<file path="src/rtl/friscv_rd_arbiter_if.sv">
// Write-back bus between the execution units and the register file port.
// Three no-backpressure request channels (alu, mem, m), one write port,
// per-source almost-full flags and a sticky overflow flag.
interface friscv_rd_arbiter_if #(
    parameter int unsigned XLEN = 32
);

    logic                alu_rd_wr;
    logic [4:0]          alu_rd_addr;
    logic [XLEN-1:0]     alu_rd_val;
    logic [XLEN/8-1:0]   alu_rd_strb;
    logic                alu_afull;

    logic                mem_rd_wr;
    logic [4:0]          mem_rd_addr;
    logic [XLEN-1:0]     mem_rd_val;
    logic [XLEN/8-1:0]   mem_rd_strb;
    logic                mem_afull;

    logic                m_rd_wr;
    logic [4:0]          m_rd_addr;
    logic [XLEN-1:0]     m_rd_val;
    logic [XLEN/8-1:0]   m_rd_strb;
    logic                m_afull;

    logic                rd_wr;
    logic [4:0]          rd_addr;
    logic [XLEN-1:0]     rd_val;
    logic [XLEN/8-1:0]   rd_strb;
    logic                ovf_err;

    // Execution-unit / register-file side
    modport master (
        output alu_rd_wr, alu_rd_addr, alu_rd_val, alu_rd_strb,
        output mem_rd_wr, mem_rd_addr, mem_rd_val, mem_rd_strb,
        output m_rd_wr, m_rd_addr, m_rd_val, m_rd_strb,
        input  alu_afull, mem_afull, m_afull,
        input  rd_wr, rd_addr, rd_val, rd_strb, ovf_err
    );

    // Arbiter side
    modport slave (
        input  alu_rd_wr, alu_rd_addr, alu_rd_val, alu_rd_strb,
        input  mem_rd_wr, mem_rd_addr, mem_rd_val, mem_rd_strb,
        input  m_rd_wr, m_rd_addr, m_rd_val, m_rd_strb,
        output alu_afull, mem_afull, m_afull,
        output rd_wr, rd_addr, rd_val, rd_strb, ovf_err
    );

endinterface

</file>
<file path="src/rtl/friscv_rd_arbiter.sv">
// Write-back arbiter: one FIFO per execution unit (alu=0, mem=1, m=2),
// drained round-robin into a single registered register-file write port.
// Optional feature: define FRISCV_RDARB_BYPASS_EN to let a lone request
// skip its FIFO when every FIFO is empty (latency 1 instead of 2).
module friscv_rd_arbiter #(
    parameter int unsigned XLEN  = 32,
    parameter int unsigned DEPTH = 4
) (
    input  logic                 aclk,
    input  logic                 aresetn,
    input  logic                 srst,
    friscv_rd_arbiter_if.slave   bus
);

    localparam int unsigned AW = $clog2(DEPTH);
    localparam int unsigned CW = AW + 1;
    localparam int unsigned SW = XLEN / 8;
    localparam logic [CW-1:0] CntFull  = CW'(DEPTH);
    localparam logic [CW-1:0] CntAfull = CW'(DEPTH - 1);

    logic [2:0]       req_wr;
    logic [4:0]       req_addr [3];
    logic [XLEN-1:0]  req_val  [3];
    logic [SW-1:0]    req_strb [3];

    logic [4:0]       fifo_addr [3][DEPTH];
    logic [XLEN-1:0]  fifo_val  [3][DEPTH];
    logic [SW-1:0]    fifo_strb [3][DEPTH];
    logic [AW-1:0]    wptr [3];
    logic [AW-1:0]    rptr [3];
    logic [CW-1:0]    cnt  [3];
    logic [1:0]       lg;

    logic [2:0]       req_ok, nonempty, push, pop, accept, overflow;
    logic             grant_vld, byp_vld;
    logic [1:0]       grant_idx, byp_idx;
    logic [4:0]       nxt_addr;
    logic [XLEN-1:0]  nxt_val;
    logic [SW-1:0]    nxt_strb;

    logic             rd_wr_q, ovf_err_q;
    logic [4:0]       rd_addr_q;
    logic [XLEN-1:0]  rd_val_q;
    logic [SW-1:0]    rd_strb_q;

    // Search lg+1, lg+2, lg (mod 3); returns {valid, index}
    function automatic logic [2:0] rr_pick(input logic [2:0] mask, input logic [1:0] last);
        logic [2:0] res;
        logic [1:0] idx;
        res = 3'b000;
        idx = last;
        for (int k = 0; k < 3; k++) begin
            idx = (idx == 2'd2) ? 2'd0 : idx + 2'd1;
            if (!res[2] && mask[idx]) res = {1'b1, idx};
        end
        return res;
    endfunction

    assign req_wr      = {bus.m_rd_wr, bus.mem_rd_wr, bus.alu_rd_wr};
    assign req_addr[0] = bus.alu_rd_addr;
    assign req_addr[1] = bus.mem_rd_addr;
    assign req_addr[2] = bus.m_rd_addr;
    assign req_val[0]  = bus.alu_rd_val;
    assign req_val[1]  = bus.mem_rd_val;
    assign req_val[2]  = bus.m_rd_val;
    assign req_strb[0] = bus.alu_rd_strb;
    assign req_strb[1] = bus.mem_rd_strb;
    assign req_strb[2] = bus.m_rd_strb;

    // Grant, bypass, push/pop and overflow decisions for this cycle
    always_comb begin
        for (int i = 0; i < 3; i++) begin
            req_ok[i]   = req_wr[i] && (req_addr[i] != 5'd0);  // x0 writes are dropped
            nonempty[i] = (cnt[i] != '0);
        end
        {grant_vld, grant_idx} = rr_pick(nonempty, lg);
`ifdef FRISCV_RDARB_BYPASS_EN
        {byp_vld, byp_idx} = (nonempty == 3'b000) ? rr_pick(req_ok, lg) : 3'b000;
`else
        byp_vld = 1'b0;
        byp_idx = 2'd0;
`endif
        for (int i = 0; i < 3; i++) begin
            pop[i]      = grant_vld && (grant_idx == 2'(i));
            push[i]     = req_ok[i] && !(byp_vld && (byp_idx == 2'(i)));
            // A pop in the same cycle frees the slot a full FIFO needs
            accept[i]   = push[i] && ((cnt[i] != CntFull) || pop[i]);
            overflow[i] = push[i] && (cnt[i] == CntFull) && !pop[i];
        end
    end

    // Data for the write port: FIFO head of the grantee, else the bypassed request
    always_comb begin
        if (grant_vld) begin
            nxt_addr = fifo_addr[grant_idx][rptr[grant_idx]];
            nxt_val  = fifo_val[grant_idx][rptr[grant_idx]];
            nxt_strb = fifo_strb[grant_idx][rptr[grant_idx]];
        end else begin
            nxt_addr = req_addr[byp_idx];
            nxt_val  = req_val[byp_idx];
            nxt_strb = req_strb[byp_idx];
        end
    end

    // FIFO storage; contents need no reset since count gates every read
    always_ff @(posedge aclk) begin
        for (int i = 0; i < 3; i++) begin
            if (accept[i]) begin
                fifo_addr[i][wptr[i]] <= req_addr[i];
                fifo_val[i][wptr[i]]  <= req_val[i];
                fifo_strb[i][wptr[i]] <= req_strb[i];
            end
        end
    end

    // Pointers, counts, round-robin state and the registered write port
    always_ff @(posedge aclk or negedge aresetn) begin
        if (!aresetn) begin
            for (int i = 0; i < 3; i++) begin
                wptr[i] <= '0;
                rptr[i] <= '0;
                cnt[i]  <= '0;
            end
            lg        <= 2'd2;
            rd_wr_q   <= 1'b0;
            rd_addr_q <= '0;
            rd_val_q  <= '0;
            rd_strb_q <= '0;
            ovf_err_q <= 1'b0;
        end else if (srst) begin
            for (int i = 0; i < 3; i++) begin
                wptr[i] <= '0;
                rptr[i] <= '0;
                cnt[i]  <= '0;
            end
            lg        <= 2'd2;
            rd_wr_q   <= 1'b0;
            rd_addr_q <= '0;
            rd_val_q  <= '0;
            rd_strb_q <= '0;
            ovf_err_q <= 1'b0;
        end else begin
            for (int i = 0; i < 3; i++) begin
                if (accept[i]) wptr[i] <= wptr[i] + AW'(1);
                if (pop[i])    rptr[i] <= rptr[i] + AW'(1);
                cnt[i] <= cnt[i] + CW'(accept[i]) - CW'(pop[i]);
            end
            rd_wr_q <= grant_vld || byp_vld;
            if (grant_vld || byp_vld) begin
                lg        <= grant_vld ? grant_idx : byp_idx;
                rd_addr_q <= nxt_addr;
                rd_val_q  <= nxt_val;
                rd_strb_q <= nxt_strb;
            end
            if (|overflow) ovf_err_q <= 1'b1;
        end
    end

    assign bus.alu_afull = (cnt[0] >= CntAfull);
    assign bus.mem_afull = (cnt[1] >= CntAfull);
    assign bus.m_afull   = (cnt[2] >= CntAfull);
    assign bus.rd_wr     = rd_wr_q;
    assign bus.rd_addr   = rd_addr_q;
    assign bus.rd_val    = rd_val_q;
    assign bus.rd_strb   = rd_strb_q;
    assign bus.ovf_err   = ovf_err_q;

endmodule

</file>
<file path="src/flat_wrapper.sv">
// flat-port wrapper written by rule: the top's interface ports become plain ports
module friscv_rd_arbiter_flat 
#(
    parameter int unsigned XLEN  = 32,
    parameter int unsigned DEPTH = 4
)
  (aclk, aresetn, srst, bus_alu_rd_wr, bus_alu_rd_addr, bus_alu_rd_val, bus_alu_rd_strb, bus_mem_rd_wr, bus_mem_rd_addr, bus_mem_rd_val, bus_mem_rd_strb, bus_m_rd_wr, bus_m_rd_addr, bus_m_rd_val, bus_m_rd_strb, bus_alu_afull, bus_mem_afull, bus_m_afull, bus_rd_wr, bus_rd_addr, bus_rd_val, bus_rd_strb, bus_ovf_err);
  friscv_rd_arbiter_if #(.XLEN(XLEN)) bus_i ();
  input  logic aclk;
  input  logic aresetn;
  input  logic srst;
  input wire logic [$bits(bus_i.alu_rd_wr)-1:0] bus_alu_rd_wr;
  input wire logic [$bits(bus_i.alu_rd_addr)-1:0] bus_alu_rd_addr;
  input wire logic [$bits(bus_i.alu_rd_val)-1:0] bus_alu_rd_val;
  input wire logic [$bits(bus_i.alu_rd_strb)-1:0] bus_alu_rd_strb;
  input wire logic [$bits(bus_i.mem_rd_wr)-1:0] bus_mem_rd_wr;
  input wire logic [$bits(bus_i.mem_rd_addr)-1:0] bus_mem_rd_addr;
  input wire logic [$bits(bus_i.mem_rd_val)-1:0] bus_mem_rd_val;
  input wire logic [$bits(bus_i.mem_rd_strb)-1:0] bus_mem_rd_strb;
  input wire logic [$bits(bus_i.m_rd_wr)-1:0] bus_m_rd_wr;
  input wire logic [$bits(bus_i.m_rd_addr)-1:0] bus_m_rd_addr;
  input wire logic [$bits(bus_i.m_rd_val)-1:0] bus_m_rd_val;
  input wire logic [$bits(bus_i.m_rd_strb)-1:0] bus_m_rd_strb;
  output wire logic [$bits(bus_i.alu_afull)-1:0] bus_alu_afull;
  output wire logic [$bits(bus_i.mem_afull)-1:0] bus_mem_afull;
  output wire logic [$bits(bus_i.m_afull)-1:0] bus_m_afull;
  output wire logic [$bits(bus_i.rd_wr)-1:0] bus_rd_wr;
  output wire logic [$bits(bus_i.rd_addr)-1:0] bus_rd_addr;
  output wire logic [$bits(bus_i.rd_val)-1:0] bus_rd_val;
  output wire logic [$bits(bus_i.rd_strb)-1:0] bus_rd_strb;
  output wire logic [$bits(bus_i.ovf_err)-1:0] bus_ovf_err;
  assign bus_i.alu_rd_wr = bus_alu_rd_wr;
  assign bus_i.alu_rd_addr = bus_alu_rd_addr;
  assign bus_i.alu_rd_val = bus_alu_rd_val;
  assign bus_i.alu_rd_strb = bus_alu_rd_strb;
  assign bus_i.mem_rd_wr = bus_mem_rd_wr;
  assign bus_i.mem_rd_addr = bus_mem_rd_addr;
  assign bus_i.mem_rd_val = bus_mem_rd_val;
  assign bus_i.mem_rd_strb = bus_mem_rd_strb;
  assign bus_i.m_rd_wr = bus_m_rd_wr;
  assign bus_i.m_rd_addr = bus_m_rd_addr;
  assign bus_i.m_rd_val = bus_m_rd_val;
  assign bus_i.m_rd_strb = bus_m_rd_strb;
  assign bus_alu_afull = bus_i.alu_afull;
  assign bus_mem_afull = bus_i.mem_afull;
  assign bus_m_afull = bus_i.m_afull;
  assign bus_rd_wr = bus_i.rd_wr;
  assign bus_rd_addr = bus_i.rd_addr;
  assign bus_rd_val = bus_i.rd_val;
  assign bus_rd_strb = bus_i.rd_strb;
  assign bus_ovf_err = bus_i.ovf_err;
  friscv_rd_arbiter #(.XLEN(XLEN), .DEPTH(DEPTH)) u_core (.aclk(aclk), .aresetn(aresetn), .srst(srst), .bus(bus_i));
endmodule
</file>
<file path="config.mk">
export PLATFORM = sky130hd
export DESIGN_NAME = friscv_rd_arbiter_flat
export DESIGN_NICKNAME = d
export VERILOG_FILES = /design/src/rtl/friscv_rd_arbiter_if.sv /design/src/rtl/friscv_rd_arbiter.sv /design/src/flat_wrapper.sv
export SDC_FILE = /design/constraint.sdc
export NUM_CORES = 1
export LEC_CHECK = 0
export BUFFER_PORTS_ARGS = -buffer_cell sky130_fd_sc_hd__buf_4
export CAP_MARGIN = 25
export CORE_MARGIN = 10
export CORE_UTILIZATION = 33
export DETAILED_ROUTE_END_ITERATION = 10
export PLACE_DENSITY_LB_ADDON = 0.25
export SLEW_MARGIN = 20
export SYNTH_ARGS = -nofsm -noshare
export SYNTH_HDL_FRONTEND = slang
export SYNTH_SLANG_ARGS = --single-unit
</file>
<file path="constraint.sdc">
create_clock -name aclk -period 4.1 [get_ports aclk]
set_input_delay 0.615 -clock aclk [delete_from_list [all_inputs] [get_ports aclk]]
set_output_delay 0.615 -clock aclk [all_outputs]
set_load 0.01 [all_outputs]
</file>
Yosys cells after proc, flatten, opt, wreduce, memory -nomap -nowiden
Memories as Yosys holds them, arrays and structs flattened.
Index checks and enable logic that the tools add are counted.
{"block": "totals", "ram_bits": 492, "wordCells": 181, "output_inout_bits": 46, "mem_count": 3, "input_bits": 129, "register_bits": 66}
{"name": "u_core.fifo_val", "words": 3, "word_bits": 128, "read_ports": 1, "rd_clocked_by_memory_dff": 0, "write_ports": 3, "line": "friscv_rd_arbiter.sv:27", "source": "logic [XLEN-1:0] fifo_val [3][DEPTH];"}
{"name": "u_core.fifo_addr", "words": 3, "word_bits": 20, "read_ports": 1, "rd_clocked_by_memory_dff": 0, "write_ports": 3, "line": "friscv_rd_arbiter.sv:26", "source": "logic [4:0] fifo_addr [3][DEPTH];"}
{"name": "u_core.fifo_strb", "words": 3, "word_bits": 16, "read_ports": 1, "rd_clocked_by_memory_dff": 0, "write_ports": 3, "line": "friscv_rd_arbiter.sv:28", "source": "logic [SW-1:0] fifo_strb [3][DEPTH];"}
{"block": "op_classes", "order_cmp": 14, "eq_ne": 11, "bitwise": 5, "n_reduce_logical": 44, "muxes": 74, "addsub": 15}
{"cell": "$mux W128", "n": 3}
{"cell": "$mux W32", "n": 7}
{"cell": "$demux W32 S2", "n": 3}
{"cell": "$bmux W32 S2", "n": 1}
{"cell": "$mux W20", "n": 3}
{"cell": "$mux W16", "n": 3}
{"cell": "$mux W5", "n": 7}
{"cell": "$demux W5 S2", "n": 3}
{"cell": "$mux W4", "n": 7}
{"cell": "$mux W2", "n": 13}
{"cell": "$demux W4 S2", "n": 3}
{"cell": "$logic_and A1 B1 Y1", "n": 20}
{"cell": "$add A2 B1 Y2 const B", "n": 9}
{"cell": "$reduce_bool A2 Y1", "n": 8}
{"cell": "$ge A3 B3 Y1 const B", "n": 5}
{"cell": "$not A2 Y3", "n": 5}
{"cell": "$reduce_bool A5 Y1", "n": 3}
{"cell": "$mux W6", "n": 2}
{"cell": "$bmux W5 S2", "n": 1}
{"cell": "$add A3 B1 Y3", "n": 3}
{"cell": "$eq A3 B3 Y1 const B", "n": 3}
{"cell": "$ge A3 B2 Y1 const B", "n": 3}
{"cell": "$lt A2 B3 Y1 const B", "n": 3}
{"cell": "$lt A3 B1 Y1 const B", "n": 3}
{"cell": "other kinds (15)", "n": 42}

Depth between registers and ports, before layout
Gate-level depths: netlist (run 1).
{"block": "depth", "word_depth": 21, "mapped_depth": 13, "mapped_depth_nobuf": 12}

Least setup slack after synthesis (run 1)
Ideal clock, no wire load.
{"block": "synth_timing", "kind": "register to register", "from": "register u_core.lg[1]", "to": "memory u_core.fifo_addr[1][0] (netlist name), enable pin", "setup_time_ps": 402, "arrival_ps": 2631, "stages_incl_launch_ff": 7, "setup_slack_ps": 1067, "synth_period_minus_slack_ps": 3033, "required_ps": 3698, "n_path_buf": 2, "cell_sequence": "dfstp_2 -> nand2b_1 -> o221ai_2 -> buf_2 -> buf_4 -> a31oi_2 -> and2_1"}
{"item": "start, declared", "line": "friscv_rd_arbiter.sv:32", "source": "logic [1:0] lg;"}
{"item": "start signal, assigned", "line": "friscv_rd_arbiter.sv:150", "source": "lg <= grant_vld ? grant_idx : byp_idx;"}
{"item": "end, declared", "line": "friscv_rd_arbiter.sv:26"}

Worst setup path in the final report (run 1)
{"block": "layout_timing", "from": "register u_core.cnt[4] (netlist name)", "to": "register u_core.rd_val_q[21] (netlist: u_core.bus.rd_val[21])"}
{"block": "layout_via", "elab_chain_cells": 20, "elab_cells_between_ends": 26, "classes_between": "17 x mux; 2 x bitwise; 6 x reduce/logical; 1 x memory"}
{"item": "start, declared", "line": "friscv_rd_arbiter.sv:31", "source": "logic [CW-1:0] cnt [3];"}
{"item": "start signal, assigned by index", "line": "friscv_rd_arbiter.sv:146", "source": "cnt[i] <= cnt[i] + CW'(accept[i]) - CW'(pop[i]);"}
{"item": "$reduce_bool A3 Y1 (*)", "line": "friscv_rd_arbiter.sv:74", "source": "nonempty[i] = (cnt[i] != '0);"}
{"item": "$bmux W1 S2", "line": "friscv_rd_arbiter.sv:54", "source": "if (!res[2] && mask[idx]) res = {1'b1, idx};"}
{"item": "$mux W1 (not written as such)", "line": "friscv_rd_arbiter.sv:54"}
{"item": "$mux W3", "line": "friscv_rd_arbiter.sv:54"}
{"item": "$logic_not A1 Y1", "line": "friscv_rd_arbiter.sv:54"}
{"item": "$logic_and A1 B1 Y1", "line": "friscv_rd_arbiter.sv:54"}
{"item": "$mux W3", "line": "friscv_rd_arbiter.sv:54"}
{"item": "$logic_not A1 Y1", "line": "friscv_rd_arbiter.sv:54"}
{"item": "(+2 left out)"}
{"item": "$not A2 Y3 (not written as such)", "line": "friscv_rd_arbiter.sv:96", "source": "nxt_val = fifo_val[grant_idx][rptr[grant_idx]];"}
{"item": "$bmux W2 S2", "line": "friscv_rd_arbiter.sv:96"}
{"item": "$mux W2 (not written as such) (2 in a row)", "line": "friscv_rd_arbiter.sv:96"}
{"item": "$not A2 Y3 (not written as such)", "line": "friscv_rd_arbiter.sv:96"}
{"item": "$bmux W32 S2", "line": "friscv_rd_arbiter.sv:96"}
{"item": "$mux W32 (not written as such) (2 in a row)", "line": "friscv_rd_arbiter.sv:96"}
{"item": "$mux W32", "line": "friscv_rd_arbiter.sv:149", "source": "if (grant_vld || byp_vld) begin"}
{"item": "$mux W32", "line": "friscv_rd_arbiter.sv:130", "source": "end else if (srst) begin"}
{"item": "end signal, assigned", "line": "friscv_rd_arbiter.sv:152", "source": "rd_val_q <= nxt_val;"}
{"item": "end, declared", "line": "friscv_rd_arbiter.sv:43", "source": "logic [XLEN-1:0] rd_val_q;"}
Every way passes the cells marked *; elsewhere a longest branch is shown, timed or not. The select of a mux whose other input is x is not followed.
A chain may end at the register's enable or synchronous reset.

==> metrics, run 1 <==
Worst Tran Pin Value=0.956 ns; Post-synth EDFFs=492; most frequent CP cell=buf_4; Worst-Skew Late Latency=0.62 ns; crit path DAT=approximately 3.8 ns; leakage power=around 9.4 nW; maximum VDD drop=964 uV; slowest CP cell=a31o_4; f_max=304 MHz; clk buf depth=3; mapped cell area=0.0221 sq mm; # fillers=6,203; root buffer cell=clkbuf_16; Syn Inst Count=roughly 1,600; CP max FO=approximately 60; synth unique cells=50; RSZ-0062 raised after global routing=false; sequential fraction of the synthesis area=0.743; # placed instances=2,558; number of setup violations in the final report=0; Die ar.=just under 0.08 sq mm; pin count of the biggest net entering global routing=between 150 and 200; syn_nets=1,742; Post-Syn Area per Cell=13.9 sq um; multi-input logic area=0.00523 sq mm; clock tree sinks=558; antenna violations before repair=4; Clock Pin Slew Worst Setup and Hold Paths=about 0.060 ns; Final Non-Filler Cells=2,668; CTS tree=done; Critical Path Max Stage Delay=0.74 ns; Tmin final=3.29 ns; remaining routing DRC violations=0; Hold-fix buffers, CTS=0; Max-Cap Viols=0; commonest non-fill, non-tap cell in the layout=edfxtp_1; vias in the first global route=about 14,000; Pre-antenna DRT Iters=5; top_reg_cell synth=edfxtp_1; synth warn=0; commonest cells after routing, fill and taps aside=edfxtp_1 (492), nand2_1 (293), buf_4 (194); hold crit path type=in -> async; final hold violation count=0; num rows=94; Worst Path Required=4.59 ns; slew margin rel.=0.363; power per standard cell area=817 mW/mm^2; vias=13,883; final core area utilization=0.400; antenna-violating nets left=0; final count of pins violating max slew=0; clk_skew=around 0.013 ns; Setup crit start kind=flip-flop; initial DRC count=1,191; IO Count=175; GP Congestion=0.760; Worst R2R Path Depth=8; buffer count from post-CTS setup fixing=0; share of layout cells above drive strength 1=0.200; synth-to-layout area growth=19.7%; Crit. End Element=flip-flop; final wirelength=67.0 mm; post-cts resize count=0; GR Overflow Total=0; Starting Density=0.334; GRT Overall Usage=0.168; drt wl/cell=25.1 um; Die Y=approximately 280 um; DP HPWL=38.3 mm; asr flop ratio synth=0.118; Seq cells post-synth=558; status=completed; critical path cell sequence=or3_4, o221ai_4, buf_4, a31o_4, buf_4, a311oi_2, o21ai_1, nand3_1; port bufs=174; Reg area=around 0.016 sq mm; H-Tree Depth=2; crit path buf inv count=2; worst hold slack=0.0963 ns; CTS Buf Count=57; Tcrit/Tclk final=0.803; family with the most delay on the worst path=compound AO/OA/AOI/OAI gates; Vias per Instance=5.20; total core area=0.0661 sq mm; Worst path depth=8; Die X=279 um; nets=1,906; Setup TNS Final=0 ns; Crit Path Category=reg -> reg; first-pass GRT wire length=97.2 mm
==> kinds of logic (layout without fill, tap and decap cells) <==
group,count (synthesis),count (layout),synth area share
AOI/OAI and AO/OA,351,351,0.116
xor gates and xnor gates,12,12,0.00475
adders and majority gates,24,24,0.0146
buffers and inverters,121,333,0.0248
DFF,558,558,0.743
muxes,2,2,0.000906
other,0,3,0
and+or+nand+nor,521,521,0.0955
==> routing by layer <==
layer  track usage  vias up  part of all wire
met2         0.275      465              0.47
met5             0        -                 0
li1              -     6247                 -
met1         0.226     7076              0.45
met4        0.0456        0             0.022
met3        0.0294       95             0.056
==> power breakdown <==
group | total, mW | internal (mW) | leakage [nW] | switching [mW]
logic | 8.75 | 2.77 | 3.06 | 5.98
clock network | 5.48 | 3.26 | 0.972 | 2.23
registers | 7.40 | 7.06 | 5.37 | 0.344
==> final cells by class <==
cell class,count,share of cell area
diodes,3,0.000284
well taps,864,0.0408
multi-input cells,910,0.197
clock buffers,69,0.0586
flip-flops and latches,558,0.621
inverters,22,0.00340
repair buffers,204,0.0626
clock inverters,38,0.0163
==> cells in the mapped netlist, types with 3 or more instances <==
| library cell | n | area share |
|---|---|---|
| nor3_1 | 5 | 0.0011 |
| o21ai_1 | 82 | 0.019 |
| a311oi_2 | 34 | 0.023 |
| dfrtp_1 | 65 | 0.074 |
| fa_1 | 3 | 0.0027 |
| a211oi_1 | 42 | 0.014 |
| nand2_1 | 293 | 0.050 |
| o21ai_0 | 6 | 0.0014 |
| clkbuf_1 | 61 | 0.010 |
| a22oi_1 | 41 | 0.014 |
| inv_1 | 20 | 0.0034 |
| xnor2_1 | 8 | 0.0032 |
| nand3_1 | 43 | 0.0097 |
| and2_1 | 12 | 0.0034 |
| buf_2 | 28 | 0.0063 |
| nor2b_1 | 5 | 0.0014 |
| or4_1 | 3 | 0.0010 |
| a21oi_1 | 86 | 0.019 |
| a311oi_1 | 47 | 0.019 |
| xor2_1 | 4 | 0.0016 |
| buf_6 | 7 | 0.0036 |
| nor2_1 | 150 | 0.025 |
| ha_1 | 21 | 0.012 |
| edfxtp_1 | 492 | 0.67 |
==> path summary, 6_finish.rpt <==
| path | start | end | slack, ns |
|---|---|---|---|
| worst max-delay path | u_core.cnt[4] | u_core.bus.rd_val[21] | 0.81 |
| worst min-delay path | aresetn | u_core.bus.rd_val[8] | 0.1 |
| worst max register to register | u_core.cnt[4] | u_core.bus.rd_val[21] | 0.81 |
| worst min register to register | u_core.bus.rd_val[23] | u_core.bus.rd_val[23] | 0.50 |
| max in group asynchronous | aresetn | u_core.rptr[0] | 3.18 |
| min in group aclk | bus_alu_rd_val[17] | u_core.fifo_val[0][49] | 0.20 |
==> stage by stage <==
stage                     instance area, sq um  power (mW)  worst slack, ns
after floorplan                          22100        13.2             1.07
after global placement                   24500        16.2            0.882
after detailed placement                 24500        16.3            0.810
after CTS                                26500        21.8            0.809
after global routing                     26500        22.8            0.599
final                                    26500        21.6            0.808
==> sequential cells by signal, summed over array words and instances, names as in the netlist <==
signal / cells
u_core.fifo_val: 384
u_core.fifo_addr: 60
u_core.fifo_strb: 48
u_core.bus.rd_val: 32
u_core.cnt: 9
u_core.rptr: 6
u_core.wptr: 6
u_core.bus.rd_addr: 5
u_core.bus.rd_strb: 4
u_core.lg: 2
u_core.bus.ovf_err: 1
u_core.bus.rd_wr: 1
Note: power is estimated with default switching activity, not from simulation.
==> run 2, diff against run 1 <==
clock period = 2.9 ns   (was 4.1 ns; I/O delays follow)
==> run 2 against run 1 <==
Compared with the run above:
- worst setup slack worse by 0.71 ns
- combinational power up 52%
- clock skew up 0.0029 ns
- wire length up 0.70%
- non-clock buffer count up 69
- sequential power up 41%
- clock power up 37%
- flip-flop and latch count unchanged
- power up 44%
- clock-buffer cell count up 5
- register-to-register slack worse by 0.71 ns
- critical endpoint is now u_core.fifo_val[0][19]
==> metrics, run 2 (synthesis results as in run 1) <==
status=completed; num rows=94; final count of pins violating max slew=0; commonest cells after routing, fill and taps aside=edfxtp_1 (492), nand2_1 (292), buf_4 (202); H-Tree Depth=2; Clock Pin Slew Worst Setup and Hold Paths=0.06 ns; CTS Buf Count=57; clk buf depth=3; setup ws final=just over 0.1 ns; initial DRC count=1,211; drt wl/cell=24.7 um; Vias per Instance=5.16; Max-Cap Viols=0; Int Power=~19 mW; slew margin rel.=0.393; maximum VDD drop=973 uV; # placed instances=2,581; GRT met1 Usage=0.227; Critical Path Max Stage Delay=0.76 ns; Worst-Skew Late Latency=0.61 ns; max FFs per register=384; first-pass GRT wire length=about 97 mm; port bufs=roughly 170; root buffer cell=clkbuf_16; Starting Density=0.334; Logic pwr share=0.426; Crit. End Element=flip-flop; antenna-violating nets left=0; fin area=0.0273 sq mm; vias=14,125; Die Y=between 200 and 300 um; grt met2 use=0.272; CP max FO=41; DP HPWL=between 30 and 40 mm; IO Count=175; Net Sw Power=12.2 mW; nets=1,975; final core area utilization=0.413; pin count of the biggest net entering global routing=133; Worst Tran Pin Value=0.910 ns; Crit Path Category=reg -> reg; crit path DAT=a little over 3 ns; Tcrit/Tclk final=0.965; FF-to-FF setup slack=between 0.1 and 0.15 ns; switch share=0.391; final hold violation count=0; clk_skew=0.0156 ns; synth-to-layout area growth=23.5%; Worst Path Required=3.14 ns; Tmin final=2.80 ns; Pre-antenna DRT Iters=5; final wirelength=67.5 mm; Die X=roughly 280 um; met3 GRT Util=0.0317; total core area=0.0661 sq mm; Die ar.=0.0777 sq mm; GRT Overall Usage=0.168; antenna violations before repair=7; GP Congestion=between 0.7 and 0.8; GR Overflow Total=0; leakage power=9.77 nW; f_max=357 MHz; vias in the first global route=between 10,000 and 15,000; share of layout cells above drive strength 1=0.208; GR peak layer=met2; critical path cell sequence=or3_4, o221ai_4, inv_6, a21oi_4, nor2_1, nor2_2, and2_4; commonest non-fill, non-tap cell in the layout=edfxtp_1; clock tree sinks=558; Setup crit start kind=flip-flop; slowest CP cell=and2_4; Sequential Power Share=0.334; number of setup violations in the final report=0; share of power burned in the clock network=0.241; power per standard cell area=~1100 mW/mm^2; CTS tree=done; placed instance area=0.0249 sq mm; hold crit path type=in -> reg; remaining routing DRC violations=0; Final Non-Filler Cells=~2,700; Place WS=0.109 ns
run 2: cell types whose count changed in the layout (fill, tap and decap cells not counted), moves of 3 or more:
cell / delta
buf_16: +3
clkinv_1: -3
clkbuf_1: +5
buf_12: +15
dlygate4sd3_1: +42
inv_6: -3
buf_4: +8
clkinv_2: +3
run 2: what timing repair did:
| item | 4_1_cts | 5_1_grt |
|---|---|---|
| endpoints found under the setup margin | 0 | 33 |
| hold endpoints to repair | 161 | 0 |
| hold buffers | 42 | 0 |
| resized for setup | 0 | 6 |
| setup buffers | 0 | 2 |
run 2: routing by layer:
metal	up-vias	wire, um
met3	90	4270
met4	4	1230
met1	7145	29900
met2	490	32100
met5	-	21
li1	6396	-
run 2: path summary, 6_finish.rpt:
| kind | start | end | depth (start not counted) |
|---|---|---|---|
| worst min-delay path | bus_mem_rd_val[21] | u_core.fifo_val[1][85] | 1 |
| worst min register to register | u_core.bus.rd_addr[0] | u_core.bus.rd_addr[0] | 2 |
| min in group asynchronous | aresetn | u_core.bus.rd_val[9] | 2 |
| worst max register to register | u_core.cnt[4] | u_core.fifo_val[0][19] | 7 |
| worst max-delay path | u_core.cnt[4] | u_core.fifo_val[0][19] | 7 |
| max in group asynchronous | aresetn | u_core.lg[1] | 3 |
run 2: power by group through the flow:
stage / registers [mW] / clock network (mW) / logic [mW]
2_1_floorplan: 10.5 / 0 / 8.15
3_3_place_gp: 10.6 / 0 / 12.9
3_5_place_dp: 10.6 / 0 / 13.0
4_1_cts: 10.4 / 7.67 / 13.1
5_1_grt: 10.5 / 8.02 / 14.5
6_report: 10.4 / 7.51 / 13.3
run 2: final cells by class:
class	instances	area, sq um
antenna	4	10.0
clock buffer	74	1570
clock inverter	32	349
fill	6166	38800
inverter	22	90.1
multi-input combinational	910	5230
sequential	558	16400
tap	864	1080
timing repair buffer	273	2540
run 2: per-stage QoR:
step / hold slack [ns] / TNS, ns / total power [mW]
2_1_floorplan: 0.139 / 0 / 18.7
3_3_place_gp: 0.397 / 0 / 23.4
3_5_place_dp: 0.403 / 0 / 23.6
4_1_cts: 0.000150 / 0 / 31.2
5_1_grt: 0.00692 / -0.0264 / 33.0
6_report: 0.0319 / 0 / 31.2
run 2: critical path, delay by kind of cell (launching register included):
kind | cells | cell delay (ns)
AO/OA/AOI/OAI | 2 | 0.30
AND/OR/NAND/NOR | 4 | 1.54
flip-flops | 1 | 0.43
buffers and inverters | 1 | 0.13
